**src/rtl/snf_txrsp_lcrd_ctrl.sv**
```systemverilog
// TXRSP L-credit controller: tracks receiver credits, grants the TXRSP arbiter,
// and on link deactivation returns unused credits as LCrdReturn flits.
module snf_txrsp_lcrd_ctrl #(
   parameter int unsigned CRD_MAX   = 15,
   parameter int unsigned CNT_WIDTH = 4
) (
   input  logic                 clk,
   input  logic                 rst,
   input  logic                 link_run,
   input  logic                 link_deact_req,
   input  logic                 txrsp_lcrdv,
   input  logic                 arb_req,
   output logic                 arb_gnt,
   output logic                 crd_avail,
   output logic                 lcrd_ret_valid,
   input  logic                 lcrd_ret_ready,
   output logic                 lcrd_ret_done,
   output logic [CNT_WIDTH-1:0] crd_cnt,
   output logic                 crd_ovf_err
);

   typedef enum logic [1:0] {
      ST_STOP  = 2'd0,
      ST_RUN   = 2'd1,
      ST_DRAIN = 2'd2,
      ST_DONE  = 2'd3
   } state_t;

   state_t               state_q, state_d;
   logic [CNT_WIDTH-1:0] cnt_q, cnt_d;
   logic                 ovf_q, ovf_d;
   logic                 done_q, done_d;
   logic                 cnt_nz;
   logic                 consume;

   assign cnt_nz = (cnt_q != '0);

   always_ff @(posedge clk) begin
      if (rst) begin
         state_q <= ST_STOP;
         cnt_q   <= '0;
         ovf_q   <= 1'b0;
         done_q  <= 1'b0;
      end else begin
         state_q <= state_d;
         cnt_q   <= cnt_d;
         ovf_q   <= ovf_d;
         done_q  <= done_d;
      end
   end

   always_comb begin
      state_d        = state_q;
      cnt_d          = cnt_q;
      ovf_d          = ovf_q;
      done_d         = done_q;
      arb_gnt        = 1'b0;
      crd_avail      = 1'b0;
      lcrd_ret_valid = 1'b0;
      consume        = 1'b0;

      unique case (state_q)
         ST_STOP: begin
            cnt_d = '0;
            if (link_run && !link_deact_req) begin
               state_d = ST_RUN;
            end
         end
         ST_RUN: begin
            crd_avail = cnt_nz | txrsp_lcrdv;
            arb_gnt   = arb_req & crd_avail;
            consume   = arb_gnt;
            if (link_deact_req) begin
               state_d = ST_DRAIN;
            end
         end
         ST_DRAIN: begin
            lcrd_ret_valid = cnt_nz | txrsp_lcrdv;
            consume        = lcrd_ret_valid & lcrd_ret_ready;
            if (!cnt_nz && !txrsp_lcrdv) begin
               state_d = ST_DONE;
               done_d  = 1'b1;
            end
         end
         ST_DONE: begin
            cnt_d = '0;
            if (txrsp_lcrdv) begin
               ovf_d = 1'b1;
            end
            if (!link_deact_req) begin
               state_d = ST_STOP;
               done_d  = 1'b0;
            end
         end
         default: state_d = ST_STOP;
      endcase

      // A consumed credit is either held (cnt_nz) or bypassed from txrsp_lcrdv,
      // so the decrement branch below can never underflow.
      if (state_q == ST_RUN || state_q == ST_DRAIN) begin
         if (txrsp_lcrdv && !consume) begin
            if (cnt_q == CNT_WIDTH'(CRD_MAX)) begin
               ovf_d = 1'b1;
            end else begin
               cnt_d = cnt_q + 1'b1;
            end
         end else if (!txrsp_lcrdv && consume) begin
            cnt_d = cnt_q - 1'b1;
         end
      end
   end

   assign crd_cnt       = cnt_q;
   assign crd_ovf_err   = ovf_q;
   assign lcrd_ret_done = done_q;

endmodule

```
**config.mk**
```make
export PLATFORM = sky130hd
export DESIGN_NAME = snf_txrsp_lcrd_ctrl
export DESIGN_NICKNAME = d
export VERILOG_FILES = /design/src/rtl/snf_txrsp_lcrd_ctrl.sv
export SDC_FILE = /design/constraint.sdc
export NUM_CORES = 1
export LEC_CHECK = 0
export CELL_PAD_IN_SITES_DETAIL_PLACEMENT = 0
export CELL_PAD_IN_SITES_GLOBAL_PLACEMENT = 1
export CORE_MARGIN = 8
export CORE_UTILIZATION = 35
export CTS_CLUSTER_SIZE = 24
export DETAILED_ROUTE_END_ITERATION = 10
export GPL_ROUTABILITY_DRIVEN = 0
export PLACE_DENSITY_LB_ADDON = 0.1
export SLEW_MARGIN = 25
export SYNTH_ARGS = -nofsm -noshare
export SYNTH_HDL_FRONTEND = slang
export SYNTH_SLANG_ARGS = --single-unit
```
**constraint.sdc**
```tcl
create_clock -name clk -period 2.2 [get_ports clk]
set_clock_uncertainty 0.1 [all_clocks]
set_input_delay 0.55 -clock clk [delete_from_list [all_inputs] [get_ports clk]]
set_output_delay 0.55 -clock clk [all_outputs]
set_load 0.02 [all_outputs]
```
==> impl_results.md <==
* Max Cap Violations at 0
* Max VDD drop at 0.565 mV
* DIE AREA at 0.00357 mm^2
* Largest net degree at the start of global routing at 14
* Port Buffers at 15
* Worst hold-check path type: register to register
* Synthesized area at ~670 um^2
* Yosys warns at 0
* Commonest non-fill, non-tap cell in the layout: buf_4
* Failing checks: negative setup slack
* Fin crit share at 1.02
* Post-DP Area at 933 um^2
* Post-synth top area share at 0.239
* Post-layout minimum cycle time at 2.23 ns
* TritonCTS Sinks at 8
* DR vias/cell at 4.99
* Reg2reg end: state_q[1]
* Cts hold-fix bufs at 0
* Post-route cell area at 998 um^2
* Seq/Total Area, Yosys at 0.239
* FP Rows at 16
* Antenna viol nets, final at 0
* DRT iter0 DRCs at 15
* Post-DP HPWL at ~1300 um
* Reg-to-Reg Start: crd_cnt[0]
* Critical Path Start Type: register
* Relative slew slack at 0.717
* Unique masters post-synth at 35
* H-tree depth at 1
* First-pass GRT wire length at roughly 3000 um
* Die Height at 59.8 um
* RSZ-0062 raised after global routing: yes
* Net count, final at 128
* WP data arrival at ~1.6 ns
* Number of global-route vias before repair at 664
* DR WL/cell at 13.1 um
* Status: finished with violations
* Post-route insts no fill at approximately 140
* Inserted Diodes at 0
* Antenna violations before repair at 0
* Clock root cell: clkbuf_4
* Worst Path Max Fanout at 5
* Final number of setup-violating endpoints at 3
* Hold Path Stages at 2
* Worst-Margin Slew at about 0.42 ns
* Critical Path End Type: output pin
* Pleak at around 0.0004 uW
* DRC Markers at 0
* Final Max Slew Viols at 0
* Clk slew on worst S/H paths at 0.07 ns
* Critical path required time at 1.55 ns
* Core Footprint at around 0.0019 mm^2
* Synthesis-stage register bit count at 8
* Vias at 694
* GR Overflow Total at 0
* Power per cell area at 909 mW/mm^2
* DR pass1 iterations at 4
* Final WL at around 1800 um
* Share of cells above drive strength 1 at 0.339
* Max Freq at 0.448 GHz
* # placed instances at 133
* Reg-to-reg slack, setup at 0.21 ns
* GRT Total Usage at 0.112
* Syn avg cell area at 8.28 um^2
* Die Span X at approximately 60 um
* Hold_sp: crd_ovf_err
* Area delta synth->final at 48.9%
* Final Hold Fails at 0
* R2R depth at 7
* Post-synthesis cell count at just over 80
* I/O Pins at 16
* Most frequent cells in the layout: buf_4 (16), clkdlybuf4s50_1 (11), nand2_1 (7)
* CP Class: register to output pin
* Synth area leader: dfxtp_1
* Initial Util at 0.356
* Cts bufs inserted at 3
* Clk_lat worst skew at 0.26 ns
* Hold Path End: crd_ovf_err
* Synth top area cells: dfxtp_1 (24%), ha_1 (13%), nand2_1 (3.9%)
* Syn nets at 95
* Max clock buf depth at 2
* Fin worst setup slack at -0.0342 ns
* CTS tree: built
## power breakdown
| part | switching, uW | total (uW) | internal, uW |
|---|---|---|---|
| clock | 58.6 | 122 | 62.9 |
| sequential | 24.5 | 201 | 176 |
| combinational | 289 | 586 | 297 |
| total | 372 | 908 | 536 |
## final cells by class
class	instances	area, um^2
multi-input cells	64	488
inverters	6	22.5
well taps	27	33.8
flip-flops and latches	8	163
clock buffers	3	22.5
repair buffers	31	269
fillers	191	883
## registers in the layout, summed over array words and instances, names as in the netlist
name and count:
crd_ovf_err 1, lcrd_ret_done 1, state_q 2, crd_cnt 4
## metal layers
layer | global-route usage | wire length, um
met1 | 0.145 | 852
met2 | 0.169 | 831
met3 | 0.0280 | 117
met4 | 0.0510 | 14
met5 | 0 | 0
## cell families after synthesis
group | after synthesis | synth area share
flip-flops | 8 | 0.239
AND/OR/NAND/NOR | 33 | 0.291
buffers and inverters | 9 | 0.0616
multiplexers | 4 | 0.0634
adder cells (fa/ha/maj) | 7 | 0.131
AO/OA/AOI/OAI | 19 | 0.202
XOR/XNOR | 1 | 0.0131
## critical path: stages (launching register included)
cell and delay [ns]:
dfxtp_2 0.32, inv_2 0.08, ha_4 0.14, or4b_4 0.49
and3_4 0.17, buf_6 0.12
## through the flow
step	total power (uW)	hold WS, ns	setup WS (ns)	setup TNS (ns)	util
6_report	908	0.374	-0.0342	-0.0770	0.531
5_1_grt	982	0.416	-0.0745	-0.196	0.531
4_1_cts	898	0.378	-0.0157	-0.0243	0.526
3_5_place_dp	742	0.361	-0.695	-2.58	0.496
3_3_place_gp	741	0.350	-0.689	-2.55	0.496
2_1_floorplan	538	0.407	0.111	0	-
## cell usage after synthesis (all sizes together)
master	instances
a22oi	1
nor4b	1
a21oi	4
buf	1
and4	1
o21ai	4
inv	6
nor4	2
o311ai	1
and2	2
mux2i	2
ha	7
nor2b	1
nand2	7
nor3b	2
nand2b	2
a22o	1
a31oi	1
or4b	1
and3b	1
a31o	1
xor2	1
mux2	2
clkbuf	2
o211ai	1
nor2	4
o31a	1
a211oi	2
dfxtp	8
and3	3
nor3	5
nand3	1
a221oi	2
## worst max path at each step
stage / start / endpoint / slack (ns) / cells past startpoint
5_1_grt: crd_cnt[0] / arb_gnt / -0.07 / 5
3_5_place_dp: txrsp_lcrdv / arb_gnt / -0.70 / 4
4_1_cts: crd_cnt[1] / arb_gnt / -0.02 / 5
2_1_floorplan: crd_cnt[0] / arb_gnt / 0.11 / 4
3_3_place_gp: txrsp_lcrdv / arb_gnt / -0.69 / 4
6_report: crd_cnt[0] / arb_gnt / -0.03 / 5
## timing repair
item	CTS	global route
setup buffers	2	1
setup endpoints to repair	3	3
resized for setup	30	1
gates cloned	0	0
pin swaps	5	1
(Power assumes the default switching activity.)
